--- src/rtl/reg16b_wr_arbiter.sv ---
// reg16b_wr_arbiter: shares write access to a bank of reg16b registers among NREQ requesters.
// Round-robin arbitration by default; define ARB_FIXED_PRIO_EN for fixed lowest-index priority.
// Each grant spends one IDLE cycle selecting and one WRITE cycle driving reg_d/reg_en/ack.
`timescale 1ns/1ps

module reg16b_wr_arbiter #(
  parameter int unsigned NREQ = 4,
  parameter int unsigned NREG = 8,
  parameter int unsigned AW   = 3,
  parameter int unsigned DW   = 16
) (
  input  logic                    clk,
  input  logic                    rst,
  input  logic [NREQ-1:0]         req,
  input  logic [NREQ*AW-1:0]      wr_addr,
  input  logic [NREQ*DW-1:0]      wr_data,
  output logic [NREQ-1:0]         ack,
  output logic [DW-1:0]           reg_d,
  output logic [NREG-1:0]         reg_en,
  output logic                    busy,
  output logic [$clog2(NREQ)-1:0] gnt_id
);

  localparam int unsigned IW = $clog2(NREQ);

  typedef enum logic {
    IDLE  = 1'b0,
    WRITE = 1'b1
  } state_t;

  state_t          state, state_nxt;
  logic [IW-1:0]   ptr, ptr_nxt;
  logic [IW-1:0]   gnt_nxt;
  logic [IW-1:0]   win, cand;
  logic            found;
  logic [AW-1:0]   win_addr;
  logic [NREQ-1:0] ack_nxt;
  logic [NREG-1:0] reg_en_nxt;
  logic [DW-1:0]   reg_d_nxt;
  logic            busy_nxt;

  // Winner search: first set req scanning upward from the priority pointer with wrap.
  always_comb begin
    found = 1'b0;
    win   = '0;
    cand  = '0;
    for (int unsigned i = 0; i < NREQ; i++) begin
`ifdef ARB_FIXED_PRIO_EN
      cand = IW'(i);
`else
      cand = IW'((32'(ptr) + i) % NREQ);
`endif
      if (!found && req[cand]) begin
        found = 1'b1;
        win   = cand;
      end
    end
    win_addr = wr_addr[32'(win)*AW +: AW];
  end

  // Next-state and next-output decode; outputs are registered so req never reaches them combinationally.
  always_comb begin
    state_nxt  = state;
    ptr_nxt    = ptr;
    gnt_nxt    = gnt_id;
    ack_nxt    = '0;
    reg_en_nxt = '0;
    reg_d_nxt  = reg_d;
    busy_nxt   = 1'b0;
    case (state)
      IDLE: begin
        if (found) begin
          state_nxt    = WRITE;
          gnt_nxt      = win;
          busy_nxt     = 1'b1;
          reg_d_nxt    = wr_data[32'(win)*DW +: DW];
          ack_nxt[win] = 1'b1;
          // Out-of-range addresses match no bit, so the write is dropped but still acked.
          for (int unsigned j = 0; j < NREG; j++) begin
            reg_en_nxt[j] = (win_addr == AW'(j));
          end
        end
      end
      WRITE: begin
        state_nxt = IDLE;
`ifdef ARB_FIXED_PRIO_EN
        ptr_nxt   = '0;
`else
        ptr_nxt   = IW'((32'(gnt_id) + 32'd1) % NREQ);
`endif
      end
      default: state_nxt = IDLE;
    endcase
  end

  // State and output registers with asynchronous clear.
  always_ff @(posedge clk or posedge rst) begin
    if (rst) begin
      state  <= IDLE;
      ptr    <= '0;
      gnt_id <= '0;
      ack    <= '0;
      reg_en <= '0;
      reg_d  <= '0;
      busy   <= 1'b0;
    end else begin
      state  <= state_nxt;
      ptr    <= ptr_nxt;
      gnt_id <= gnt_nxt;
      ack    <= ack_nxt;
      reg_en <= reg_en_nxt;
      reg_d  <= reg_d_nxt;
      busy   <= busy_nxt;
    end
  end

endmodule

--- config.mk ---
export PLATFORM = sky130hd
export DESIGN_NAME = reg16b_wr_arbiter
export DESIGN_NICKNAME = d
export VERILOG_FILES = /design/src/rtl/reg16b_wr_arbiter.sv
export SDC_FILE = /design/constraint.sdc
export NUM_CORES = 1
export LEC_CHECK = 0
export ABC_CLOCK_PERIOD_IN_PS = 1500
export CORE_UTILIZATION = 40
export CTS_BUF_LIST = sky130_fd_sc_hd__clkbuf_2
export CTS_CLUSTER_SIZE = 14
export DETAILED_ROUTE_END_ITERATION = 6
export DONT_BUFFER_PORTS = 1
export HOLD_SLACK_MARGIN = 0.06
export SETUP_SLACK_MARGIN = 0.02
export SLEW_MARGIN = 20
export SYNTH_ARGS = -nofsm -noshare
export SYNTH_HDL_FRONTEND = slang
export SYNTH_SLANG_ARGS = --single-unit
--- constraint.sdc ---
create_clock -name clk -period 1.5 [get_ports clk]
set_input_delay 0.3 -clock clk [delete_from_list [all_inputs] [get_ports clk]]
set_output_delay 0.3 -clock clk [all_outputs]
set_load 0.05 [all_outputs]
* Yosys cells after proc, flatten, opt, wreduce, memory -nomap -nowiden
Cells that the tools add are included.
** Word-level totals
- Register bits after elaboration :: 34
- Latch bits :: 0
- RAM bits :: 0
- Bits in read-only memories :: 0
- Output and inout port bits :: 31
- Logic and storage cells :: 62
- Memories :: 0
** Operators by class
- $add $sub $neg :: 4
- Multiply operators :: 1
- Div/mod/pow operators :: 0
- Magnitude comparators :: 6
- Eq/ne operators :: 7
- Shift-type cells :: 2
- Muxes and demuxes :: 25
- Bitwise operators :: 1
- Reductions and logical operators :: 9
** Operators by type and width (number)
- indexed part select 64 x 7 -> 16 bit :: 1
- two-way mux 8 bit :: 2
- < comparator 2 x 3 -> 1 bit (second input constant) :: 5
- equality test 3 bit (second input constant) :: 4
- indexed part select 12 x 5 -> 3 bit :: 1
- two-way mux 1 bit :: 11
- binary-select mux 1 bit (select 2 bit) :: 4
- two-way mux 2 bit :: 4
- two-way mux 4 bit :: 2
- equality test 3 x 2 -> 1 bit (second input constant) :: 2
- adder 2 x 1 -> 2 bit (second input constant) :: 2
- adder 2 bit (second input constant) :: 2
- logical AND 1 bit :: 4
- multiplier 2 x 2 -> 4 bit (second input constant) :: 1
- equality test 3 x 1 -> 1 bit (second input constant) :: 1
- zero test 1 bit :: 3
- zero test 3 bit :: 1
- demux 1 bit (select 2 bit) :: 1
- >= comparator 2 x 1 -> 1 bit (second input constant) :: 1
- case mux 1 bit (2 select lines) :: 1
- AND reduction 2 bit :: 1
- inverter 1 bit :: 1

* Depth between registers and ports, before layout
- Depth after elaboration :: 18
- Gate-level depth with buffers :: 7

* Worst setup path before layout
Ideal clock, no wire load.
- Kind :: register to register
- Start point :: register, netlist name busy
- End point :: register reg_d[0]
- Library setup time :: 0.142 ns
- Arrival :: 1.619 ns
- Required time :: 1.358 ns
- Slack :: -0.261 ns
- Cell stages (with the launch flop) :: 6
- Clock period less this slack :: 1.761 ns
- Cells stage by stage :: dfrtp_1 a21o_1 inv_1 o21ai_1 clkbuf_1 o221ai_1
** RTL lines
- end signal, assigned :: RTL line 112 : reg_d <= reg_d_nxt;
- end, declared :: RTL line 18 : output logic [DW-1:0] reg_d,

* Worst setup path in the final report
- Start point :: register ptr[1]
- End point :: register reg_en[2]
** Between the ends
- Longest elaborated chain between the ends :: 17
- Elaborated cells on any way between the ends :: 30
- Classes of those cells :: add/sub: 3; mul: 1; eq/ne: 1; shift: 1; mux: 18; reduce/logical: 6
** RTL lines
- start, declared :: RTL line 32 : logic [IW-1:0] ptr, ptr_nxt;
- start signal, assigned :: RTL line 108 : ptr <= ptr_nxt;
- parallel branches: the longest is 15 deep, another holds multiplier 2 x 2 -> 4 bit
- two-way mux 8 bit (*) :: RTL line 72 : if (found) begin
- two-way mux 8 bit (*) :: RTL line 70 : case (state)
- net reg_en_nxt[2] :: RTL line 38 : logic [NREG-1:0] reg_en_nxt;
- end signal, assigned :: RTL line 111 : reg_en <= reg_en_nxt;
- end, declared :: RTL line 19 : output logic [NREG-1:0] reg_en,
Mark *: on every way through the listed nets, which the timed path passes. The select of a mux whose other input is x is not followed.
A chain may end at the register's enable or synchronous reset.

==> impl_results.md <==
- Status: complete, but fails checks
- Failing checks: negative setup slack
- Ant. Diodes: 0
- RSZ-0062 raised after global routing: yes
- CP cell instances: buf_6 > nand2b_4 > a21o_1 > and3_4 > a211o_1 > a21oi_2 > and3_1
- Max Cap Violations: 0
- Initial DRC count: 73
- Post-Route WL: between 4000 and 5000 um
- CP endpoint kind: flip-flop
- Hold Path Class: in2reg
- Final nets: about 280
- Clock Sinks: 33
- Area growth syn-to-layout: 32.2%
- Die area: between 4000 and 5000 um^2
- Largest net degree at the start of global routing: 34
- Slew Limit Fails: 0
- Seq/Total Area, Yosys: 47.3%
- WP data required: 1.80 ns
- Root buffer cell: clkbuf_2
- Worst-path fanout max: 7
- Ys flop type: dfrtp_1
- Netlist cell types: 30
- Pre-antenna DRT Iters: 4
- Inst Count DP: 226
- TritonCTS clock tree: built
- Post-route cell area: roughly 2300 um^2
- TNS Setup: -7.01 ns
- Placed Area: 1960 um^2
- Complex-gate fraction of the synthesized area: 15.0%
- WS Path Type: reg2reg
- Avg Cell Area, Syn: roughly 11 um^2
- Area share of fa/ha/maj cells after synthesis: 0%
- Synth Area in Simple Gates: about 13%
- Crit start category: flip-flop
- CTS buffer count: 5
- All-layer global routing usage: about a fifth
- Vias in the first global route: 1430
- Crit path DAT: roughly 2.2 ns
- Clock tree buffer depth: 2
- Max_slew headroom: between 60% and 70%
- Fin. Hold Viols: 0
- Post-synth top cells: mux2i_1 (34), dfrtp_1 (33), nand2_1 (27)
- Die height: roughly 70 um
- Final period utilization: 123%
- CTS HTree Levels: 2
- Initial antenna violation count: 0
- Ratio of cells with drive above 1 in the final layout: 34.9%
- Core Region: around 4000 um^2
- Pwr Total: 5.29 mW
- GP Congestion: between 0.7 and 0.8
- Clk slew on worst S/H paths: roughly 0.17 ns
- Most common cell in the netlist: mux2i_1
- Clk Latency, worst-skew pair: around 0.35 ns
- Post-Synth XOR/XNOR Area: less than 1%
- Cells after Synth: about 170
- CP max stage delay: roughly 0.47 ns
- First-pass GRT wire length: 6860 um
- Total grt overflow: 0
- Mapped Nets: around 250
- Post-DRT Antenna Nets: 0
- Row Count: 23
- Fin worst setup slack: -0.347 ns
- Post-synthesis mux area share: 19.5%
- Final min period: 1.85 ns
- Post-DP HPWL: roughly 3300 um
- Netlist Area Pre-Place: about 1700 um^2
- Initial Util: around 43%
- Die width: ~70 um
- Max Fclk: 0.542 GHz
- Worst Skew: approximately 0.013 ns
- Maximum vdd ir drop: ~0.00089 V
- I/O pins: 113
- Critical path's slowest cell: dfrtp_2
- Final setup vio count: 29
- Largest family of logic cells by synthesized area: multiplexers
- Synth area leaders: dfrtp_1 (47%), mux2i_1 (19%), o221ai_1 (8.0%)
- Number of synthesized flops with an enable pin: 0
- Via-to-Cell Ratio: a little over 6
- Yosys warns: 0
- LEAKAGE: around 1.1 nW
- Fin cells: about 250
- FF+latch count, synth: 33
- # port buffers: 0
- Synth area leader: dfrtp_1
- Worst-margin pin slew: 0.530 ns
- Area fraction of the dominant cell type after synthesis: 47.3%
- DR vias: ~1.5k
- Async SR Flop Fraction: 100%
- DRC: 0
- Routed len/inst: between 15 and 20 um
- Power Density: between 2000 and 2500 nW/um^2
## cells in the final DEF, fill, tap and decap left out, types with 2 or more instances in the layout
cell	netlist	layout
dfrtp_1	33	31
buf_4	4	16
clkbuf_2	0	6
mux2i_4	0	2
a32oi_2	0	2
nor2_2	1	3
a32o_2	0	2
a21o_1	2	2
clkinv_2	0	2
mux2i_1	34	29
mux2i_2	0	3
inv_1	5	5
dfrtp_2	0	2
nor2_1	7	4
clkbuf_16	0	2
nand2_1	27	25
nor3_1	4	2
and3_1	5	4
o221ai_1	16	15
nor3_2	0	2
buf_12	0	5
a21oi_1	3	3
buf_6	1	6
## critical path, delay by kind of cell, from the launching register on
family                 cells  cell delay [ns]
AOI/OAI and AO/OA          3             0.71
buffers and inverters      1             0.13
DFF                        1             0.47
and+or+nand+nor            3             0.50
## flip-flops by register name (all words and copies together), names as in the netlist
register  flops
ptr           2
gnt_id        2
ack           4
busy          1
reg_en        8
reg_d        16
## routing by layer
metal  track usage [%]  vias up  wire length [um]  part of all wire [%]
li1                  -      670                 -                     -
met1              23.3      723              1750                    36
met2              36.0       83              2630                    55
met3              7.17       10               370                   7.7
met4              6.25        0                74                   1.5
met5                 0        -                 0                     0
## cell type report
| class | instances | area, um^2 |
|---|---|---|
| tap | 50 | 62.6 |
| clock buffer | 6 | 30.0 |
| fill | 356 | 1780 |
| timing repair buffer | 31 | 375 |
| inverter | 5 | 18.8 |
| clock inverter | 2 | 10.0 |
| multi-input combinational | 118 | 985 |
| sequential | 33 | 828 |
## cell families (layout without fill, tap and decap cells)
logic type	count (synthesis)	count (layout)
and+or+nand+nor	51	51
muxes	34	34
xor gates and xnor gates	1	1
buffers and inverters	14	44
AOI/OAI and AO/OA	32	32
DFF	33	33
## report_power, final
group / internal, mW / switching [mW] / total, mW
sequential: 1.21 / 1.31 / 2.52
clock: 0.117 / 0.294 / 0.412
combinational: 1.25 / 1.11 / 2.36
## timing repair
| action | CTS | global route |
|---|---|---|
| endpoints found under the setup margin | 28 | 30 |
| pin swaps | 8 | 4 |
| hold buffers | 1 | 0 |
| setup buffers | 3 | 4 |
| gates resized for setup | 19 | 20 |
| endpoints found under the hold margin | 33 | 0 |
| cloned | 2 | 2 |
## final timing paths
check                                      startpoint                    to  slack [ns]  cells after the start
worst min-delay path                      wr_data[54]  reg_d[6]$_DFFE_PP0P_        0.15                      2
worst min register to register  gnt_id[0]$_DFFE_PP0P_    ptr[0]$_DFFE_PP0P_        0.55                      1
min in group asynchronous                         rst   reg_en[1]$_DFF_PP0_        0.45                      3
max in group asynchronous                         rst        busy$_DFF_PP0_        0.73                      3
worst max register to register     ptr[1]$_DFFE_PP0P_   reg_en[2]$_DFF_PP0_       -0.35                      7
worst max-delay path               ptr[1]$_DFFE_PP0P_   reg_en[2]$_DFF_PP0_       -0.35                      7
## stage by stage
step / hold WS, ns / setup WS [ns] / util [%]
global placement: 0.302 / -0.245 / 48.0
detailed placement: 0.307 / -0.344 / 48.0
CTS: 0.142 / -0.319 / 53.1
finish: 0.147 / -0.347 / 56.5
global route: 0.107 / -0.424 / 56.5
floorplan: 0.429 / -0.155 / -
Note: power is estimated with default switching activity, not from simulation.
